[src/rtl/famicom_pad_responder_if.sv]
// Purpose : groups the controller-port signals between the joystick/shell side and the pad responder.
// Latency : none, plain wiring bundle.
// Backpressure: none; strobes are free-running from the shell, the pad always answers.
// Ports (signals):
//   joy_buttons   8   host buttons, active-high pressed ([0]A [1]B [2]Sel [3]Start [4]Up [5]Down [6]Left [7]Right)
//   famicom_latch 1   latch strobe from the shell, async
//   famicom_pulse 1   shift clock from the shell, async, shift on rising edge
//   famicom_data  1   serial data back to the shell, active-low
//   poll_active   1   latches arriving within the idle timeout
//   bit_index     4   shifts since last load, saturating at 8
//   poll_count    16  completed polls, wrapping
interface famicom_pad_responder_if;
  logic [7:0]  joy_buttons;
  logic        famicom_latch;
  logic        famicom_pulse;
  logic        famicom_data;
  logic        poll_active;
  logic [3:0]  bit_index;
  logic [15:0] poll_count;

  // master: the shell/joystick side driving strobes and buttons
  modport master (
    output joy_buttons, famicom_latch, famicom_pulse,
    input  famicom_data, poll_active, bit_index, poll_count
  );

  // slave: the pad responder
  modport slave (
    input  joy_buttons, famicom_latch, famicom_pulse,
    output famicom_data, poll_active, bit_index, poll_count
  );
endinterface

[src/rtl/famicom_pad_responder.sv]
// Purpose : CD4021-style Famicom/NES pad emulation answering async latch/pulse strobes with button bits.
// Latency : famicom_data moves SYNC_STAGES+2 clk_sys cycles after the strobe edge that caused it.
// Backpressure: none; every synchronised strobe edge is acted on, latch dominates pulse.
// Ports:
//   clk_sys  system clock, all logic on rising edge
//   reset_n  async active-low reset, released synchronously inside
//   pad      slave modport of famicom_pad_responder_if (buttons, strobes, data and status)
module famicom_pad_responder #(
  parameter int SYNC_STAGES  = 2,        // min 2
  parameter int IDLE_TIMEOUT = 1000000,
  parameter int TIMEOUT_W    = 20        // must hold IDLE_TIMEOUT
) (
  input  logic                    clk_sys,
  input  logic                    reset_n,
  famicom_pad_responder_if.slave  pad
);

  typedef enum logic [1:0] {
    ST_IDLE,
    ST_LOAD,
    ST_SHIFT,
    ST_DONE
  } state_t;

  localparam logic [TIMEOUT_W-1:0] TIMEOUT_MAX = TIMEOUT_W'(IDLE_TIMEOUT);
  localparam logic [TIMEOUT_W-1:0] CNT_ONE     = TIMEOUT_W'(1);

  // ---------------------------------------------------------------------------
  // Reset: asserts asynchronously, releases on a clk_sys edge so that no flop
  // sees the release close to its clock.
  // ---------------------------------------------------------------------------
  logic [1:0] rst_sync_q;
  logic [1:0] rst_sync_d;
  logic       rst_n_int;

  assign rst_sync_d = {rst_sync_q[0], 1'b1};
  assign rst_n_int  = rst_sync_q[1];

  always_ff @(posedge clk_sys or negedge reset_n) begin
    if (!reset_n) begin
      rst_sync_q <= 2'b00;
    end else begin
      rst_sync_q <= rst_sync_d;
    end
  end

  // ---------------------------------------------------------------------------
  // State
  // ---------------------------------------------------------------------------
  logic [SYNC_STAGES-1:0] latch_sync_q, latch_sync_d;
  logic [SYNC_STAGES-1:0] pulse_sync_q, pulse_sync_d;
  logic                   latch_prev_q, latch_prev_d;
  logic                   pulse_prev_q, pulse_prev_d;
  state_t                 state_q, state_d;
  logic [7:0]             shreg_q, shreg_d;
  logic                   data_q, data_d;
  logic [3:0]             bit_idx_q, bit_idx_d;
  logic [15:0]            poll_cnt_q, poll_cnt_d;
  logic [TIMEOUT_W-1:0]   idle_cnt_q, idle_cnt_d;
  logic                   poll_active_q, poll_active_d;

  logic latch_s, pulse_s;
  logic latch_rise, pulse_rise;
  logic timeout_hit;

  assign latch_sync_d = {latch_sync_q[SYNC_STAGES-2:0], pad.famicom_latch};
  assign pulse_sync_d = {pulse_sync_q[SYNC_STAGES-2:0], pad.famicom_pulse};
  assign latch_s      = latch_sync_q[SYNC_STAGES-1];
  assign pulse_s      = pulse_sync_q[SYNC_STAGES-1];
  assign latch_prev_d = latch_s;
  assign pulse_prev_d = pulse_s;
  assign latch_rise   = latch_s & ~latch_prev_q;
  assign pulse_rise   = pulse_s & ~pulse_prev_q;

  // Fires for exactly one cycle: the cycle in which the idle counter steps
  // onto IDLE_TIMEOUT. After that the counter sits saturated and quiet.
  assign timeout_hit  = !latch_rise && (idle_cnt_q == TIMEOUT_MAX - CNT_ONE);

  always_comb begin
    state_d       = state_q;
    shreg_d       = shreg_q;
    bit_idx_d     = bit_idx_q;
    poll_cnt_d    = poll_cnt_q;
    idle_cnt_d    = idle_cnt_q;
    poll_active_d = poll_active_q;

    // Idle watchdog
    if (latch_rise) begin
      idle_cnt_d    = '0;
      poll_active_d = 1'b1;
    end else if (idle_cnt_q != TIMEOUT_MAX) begin
      idle_cnt_d = idle_cnt_q + CNT_ONE;
    end
    if (timeout_hit) begin
      poll_active_d = 1'b0;
    end

    // Latch level dominates everything: transparent load, index cleared,
    // any pulse edge in the same cycle is dropped.
    if (latch_s) begin
      state_d   = ST_LOAD;
      shreg_d   = ~pad.joy_buttons;
      bit_idx_d = 4'd0;
    end else if (timeout_hit) begin
      state_d = ST_IDLE;
    end else begin
      case (state_q)
        ST_LOAD: begin
          state_d = ST_SHIFT;
        end
        ST_SHIFT: begin
          if (pulse_rise) begin
            shreg_d   = {1'b1, shreg_q[7:1]};
            bit_idx_d = bit_idx_q + 4'd1;
            if (bit_idx_q == 4'd7) begin
              state_d    = ST_DONE;
              poll_cnt_d = poll_cnt_q + 16'd1;
            end
          end
        end
        default: begin
          // IDLE and DONE ignore pulses and hold the register
        end
      endcase
    end

    data_d = shreg_q[0];
  end

  always_ff @(posedge clk_sys or negedge rst_n_int) begin
    if (!rst_n_int) begin
      latch_sync_q  <= '0;
      pulse_sync_q  <= '0;
      latch_prev_q  <= 1'b0;
      pulse_prev_q  <= 1'b0;
      state_q       <= ST_IDLE;
      shreg_q       <= 8'hFF;
      data_q        <= 1'b1;
      bit_idx_q     <= 4'd0;
      poll_cnt_q    <= 16'd0;
      idle_cnt_q    <= '0;
      poll_active_q <= 1'b0;
    end else begin
      latch_sync_q  <= latch_sync_d;
      pulse_sync_q  <= pulse_sync_d;
      latch_prev_q  <= latch_prev_d;
      pulse_prev_q  <= pulse_prev_d;
      state_q       <= state_d;
      shreg_q       <= shreg_d;
      data_q        <= data_d;
      bit_idx_q     <= bit_idx_d;
      poll_cnt_q    <= poll_cnt_d;
      idle_cnt_q    <= idle_cnt_d;
      poll_active_q <= poll_active_d;
    end
  end

  assign pad.famicom_data = data_q;
  assign pad.poll_active  = poll_active_q;
  assign pad.bit_index    = bit_idx_q;
  assign pad.poll_count   = poll_cnt_q;

endmodule
[src/flat_wrapper.sv]
// flat-port wrapper written by rule: the top's interface ports become plain ports
module famicom_pad_responder_flat 
#(
  parameter int SYNC_STAGES  = 2,                
  parameter int IDLE_TIMEOUT = 1000000,
  parameter int TIMEOUT_W    = 20                                 
)
  (clk_sys, reset_n, pad_joy_buttons, pad_famicom_latch, pad_famicom_pulse, pad_famicom_data, pad_poll_active, pad_bit_index, pad_poll_count);
  famicom_pad_responder_if pad_i ();
  input  logic clk_sys;
  input  logic reset_n;
  input wire logic [$bits(pad_i.joy_buttons)-1:0] pad_joy_buttons;
  input wire logic [$bits(pad_i.famicom_latch)-1:0] pad_famicom_latch;
  input wire logic [$bits(pad_i.famicom_pulse)-1:0] pad_famicom_pulse;
  output wire logic [$bits(pad_i.famicom_data)-1:0] pad_famicom_data;
  output wire logic [$bits(pad_i.poll_active)-1:0] pad_poll_active;
  output wire logic [$bits(pad_i.bit_index)-1:0] pad_bit_index;
  output wire logic [$bits(pad_i.poll_count)-1:0] pad_poll_count;
  assign pad_i.joy_buttons = pad_joy_buttons;
  assign pad_i.famicom_latch = pad_famicom_latch;
  assign pad_i.famicom_pulse = pad_famicom_pulse;
  assign pad_famicom_data = pad_i.famicom_data;
  assign pad_poll_active = pad_i.poll_active;
  assign pad_bit_index = pad_i.bit_index;
  assign pad_poll_count = pad_i.poll_count;
  famicom_pad_responder #(.SYNC_STAGES(SYNC_STAGES), .IDLE_TIMEOUT(IDLE_TIMEOUT), .TIMEOUT_W(TIMEOUT_W)) u_core (.clk_sys(clk_sys), .reset_n(reset_n), .pad(pad_i));
endmodule
[config.mk]
export PLATFORM = sky130hd
export DESIGN_NAME = famicom_pad_responder_flat
export DESIGN_NICKNAME = d
export VERILOG_FILES = /design/src/rtl/famicom_pad_responder_if.sv /design/src/rtl/famicom_pad_responder.sv /design/src/flat_wrapper.sv
export SDC_FILE = /design/constraint.sdc
export NUM_CORES = 1
export LEC_CHECK = 0
export CORE_MARGIN = 2
export CORE_UTILIZATION = 55
export DETAILED_ROUTE_END_ITERATION = 7
export PLACE_DENSITY = 0.83
export SLEW_MARGIN = 40
export SYNTH_ARGS = -nofsm -noshare
export SYNTH_HDL_FRONTEND = slang
export SYNTH_SLANG_ARGS = --single-unit
export TNS_END_PERCENT = 100
[constraint.sdc]
create_clock -name clk_sys -period 2.1 [get_ports clk_sys]
set_input_delay 0.42 -clock clk_sys [delete_from_list [all_inputs] [get_ports clk_sys]]
set_output_delay 0.42 -clock clk_sys [all_outputs]
set_load 0.01 [all_outputs]
==> flow_metrics.tcl <==
set metrics [dict create \
    status "finished clean" \
    ys_seq_area_frac 0.546 \
    drive_above_1_share 0.186 \
    final_cell_mix "dfrtp_1, clkdlybuf4s50_1, nor2_1, xnor2_1, nand2_1" \
    drv_slew 0 \
    cellPowerDensity_nw_per_um2 788 \
    place_worst_setup_slack_ns -0.0778 \
    synth_warnings 0 \
    row_count 25 \
    timing.fmax_mhz 498 \
    track_usage 0.224 \
    postCtsHoldBufs 0 \
    drc 0 \
    rsz0062_at_grt "true" \
    fin_util 0.730 \
    leakage_nw 1.50 \
    period_share 0.955 \
    met2_length_um 2770 \
    syn2layout_area_growth_pct 26.2 \
    fillers 331 \
    cts_sinks 60 \
    numCtsBuffers 9 \
    async_flop_share 1.00 \
    clkTransAtPathRegs_ns 0.07 \
    synthDominantCellAreaShare 0.461 \
    finalSetupViolCount 0 \
    root_buffer "clkbuf_8" \
    gp_congestion 0.788 \
    slew_headroom 0.526 \
    clockBufferDepth 2 \
    synth_top_area_cell "dfrtp_1" \
    hold_class "primary input to asynchronous set/reset pin" \
    detailed_place.area_um2 3250 \
    nNetsFinal 318 \
    arrival_ns 2.22 \
    numPortBuffers 33 \
    synth_edf_count 0 \
    grt_first_pass_wirelength_um 9260 \
    clock_skew_ns 0.00643 \
    wl_per_cell_um 14.5 \
    initial_core_util 0.579 \
    grt_max_degree 59 \
    ant_nets 0 \
    fin_crit_ns 2.01 \
    htreeDepth 3 \
    insertion_delay_ns 0.34 \
    finalHoldViolCount 0 \
    wl_met1_um 2370 \
    grt_pass1_vias 1996 \
    dieArea_um2 5620 \
    drv_cap 0 \
    synth_cell_types 47 \
    syn_avg_cell_area_um2 11.1 \
    core_area_um2 4790 \
    synthFlopType "dfrtp_1" \
    wirelength_um 5400 \
    ir_drop_mv 0.721 \
    met3_length_um 148 \
    netlist_area_um2 2770 \
    vias 1996 \
    diodes 0 \
    dp_hpwl_um 3650 \
    finalInstanceArea_um2 3490 \
    required_ns 2.32 \
    via_per_inst 5.35 \
    worst-setup-path-type "flop to flop" \
    crit_fanout 5 \
    cp-start-kind "flop" \
    ys_seq_elements 60 \
    grt_remaining_overflow 0 \
    antenna_found_initial 0 \
    tritoncts "yes" \
    synthCells 249 \
    layout_commonest_cell "dfrtp_1" \
    tightest_slew_ns 0.711 \
    synth_fp_nets 266 \
    ios 34 \
    die_h_um 75.0 \
    crit_path_end_kind "flop" \
    synthTopCellsByArea "dfrtp_1, dfstp_2, xnor2_1" \
    dr.pass1.iters 4 \
    die_w_um 75.0 \
    dr.first_iter.drc_count 150 \
    fin_ws_ns 0.0936 \
    dr.max_layer_used "met4" \
]
stage by stage:
| step | std cells | hold WS, ns | power, mW | setup TNS, ns |
|---|---|---|---|---|
| floorplan | 249 | 0.124 | 1.52 | 0 |
| global placement | 356 | 0.332 | 1.61 | 0 |
| detailed placement | 356 | 0.338 | 1.63 | -0.328 |
| CTS | 372 | 0.243 | 2.77 | 0 |
| global route | 373 | 0.246 | 2.88 | -0.0278 |
| finish | 373 | 0.251 | 2.75 | 0 |
where the power goes:
| part | switching, mW | internal (mW) | total [mW] |
|---|---|---|---|
| clock network | 0.440 | 0.694 | 1.13 |
| logic | 0.153 | 0.147 | 0.300 |
| registers | 0.0688 | 1.25 | 1.32 |
final timing paths:
path | start | to | slack (ns) | cells past startpoint
setup / recovery | u_core.state_q[0] | u_core.pad.poll_count[1] | 0.09 | 7
setup reg to reg | u_core.state_q[0] | u_core.pad.poll_count[1] | 0.09 | 7
max in group asynchronous | u_core.rst_sync_q[1] | u_core.pad.poll_count[0] | 1.24 | 1
min in group clk_sys | u_core.pulse_sync_q[0] | u_core.pulse_sync_q[1] | 0.35 | 0
hold reg to reg | u_core.pulse_sync_q[0] | u_core.pulse_sync_q[1] | 0.35 | 0
hold / removal | reset_n | u_core.rst_sync_q[0] | 0.25 | 1
routing by layer:
metal  track usage  up-vias
met5             0        -
met2         0.346       29
met4         0.109        0
met3        0.0562       12
li1              -      967
met1         0.295      988
flip-flops by register name (all words and copies together), names as in the netlist:
| signal | cells |
|---|---|
| u_core.pulse_sync_q | 2 |
| u_core.latch_prev_q | 1 |
| u_core.shreg_q | 8 |
| u_core.pad.famicom_data | 1 |
| u_core.state_q | 2 |
| u_core.pad.bit_index | 4 |
| u_core.pulse_prev_q | 1 |
| u_core.latch_sync_q | 2 |
| u_core.rst_sync_q | 2 |
| u_core.pad.poll_count | 16 |
| u_core.pad.poll_active | 1 |
| u_core.idle_cnt_q | 20 |
worst max-delay path, cell delays in order, from the launching register on:
cell	delay (ns)
dfrtp_1	0.38
inv_1	0.06
ha_2	0.17
and3b_1	0.18
or3b_4	0.43
buf_4	0.18
nor3_4	0.17
mux2_4	0.32
cell usage after synthesis, types with 2 or more instances:
| cell | number |
|---|---|
| nand2b_1 | 11 |
| a2111oi_4 | 2 |
| inv_1 | 5 |
| nand2_1 | 16 |
| and3_1 | 2 |
| nor2_1 | 28 |
| dfstp_2 | 9 |
| a21oi_1 | 13 |
| nor4_1 | 3 |
| mux2i_1 | 2 |
| nor2b_1 | 3 |
| nand4_1 | 8 |
| ha_1 | 5 |
| xor2_1 | 15 |
| xnor2_1 | 17 |
| and2_1 | 2 |
| a22oi_1 | 7 |
| nand4b_1 | 2 |
| nor3_1 | 6 |
| nand3_1 | 13 |
| dfrtp_1 | 51 |
| clkbuf_1 | 3 |
| buf_4 | 2 |
area by class of cell:
| cell class | instances | area [µm²] | share of cell area |
|---|---|---|---|
| clock buffers | 11 | 141 | 0.0405 |
| clock inverters | 5 | 75.1 | 0.0215 |
| flip-flops and latches | 60 | 1510 | 0.433 |
| multi-input cells | 177 | 1220 | 0.349 |
| repair buffers | 48 | 443 | 0.127 |
| inverters | 5 | 18.8 | 0.00537 |
| well taps | 67 | 83.8 | 0.0240 |
cell families (layout without fill, tap and decap cells):
logic type      after synthesis  count (layout)  share of synthesized area
buf+inv                      12              69                     0.0203
simple gates                105             105                      0.207
mux                           4               4                     0.0167
fa+ha+maj                     5               5                     0.0226
other cells                   1               1                    0.00135
flops                        60              60                      0.546
compound gates               30              30                     0.0845
xor+xnor                     32              32                      0.101
what timing repair did:
item / CTS / global route
setup buffers: 0 / 1
gates resized for setup: 1 / 5
setup endpoints to repair: 9 / 12
gates cloned: 0 / 0
pin swaps: 2 / 0
Note: power is estimated with default switching activity, not from simulation.
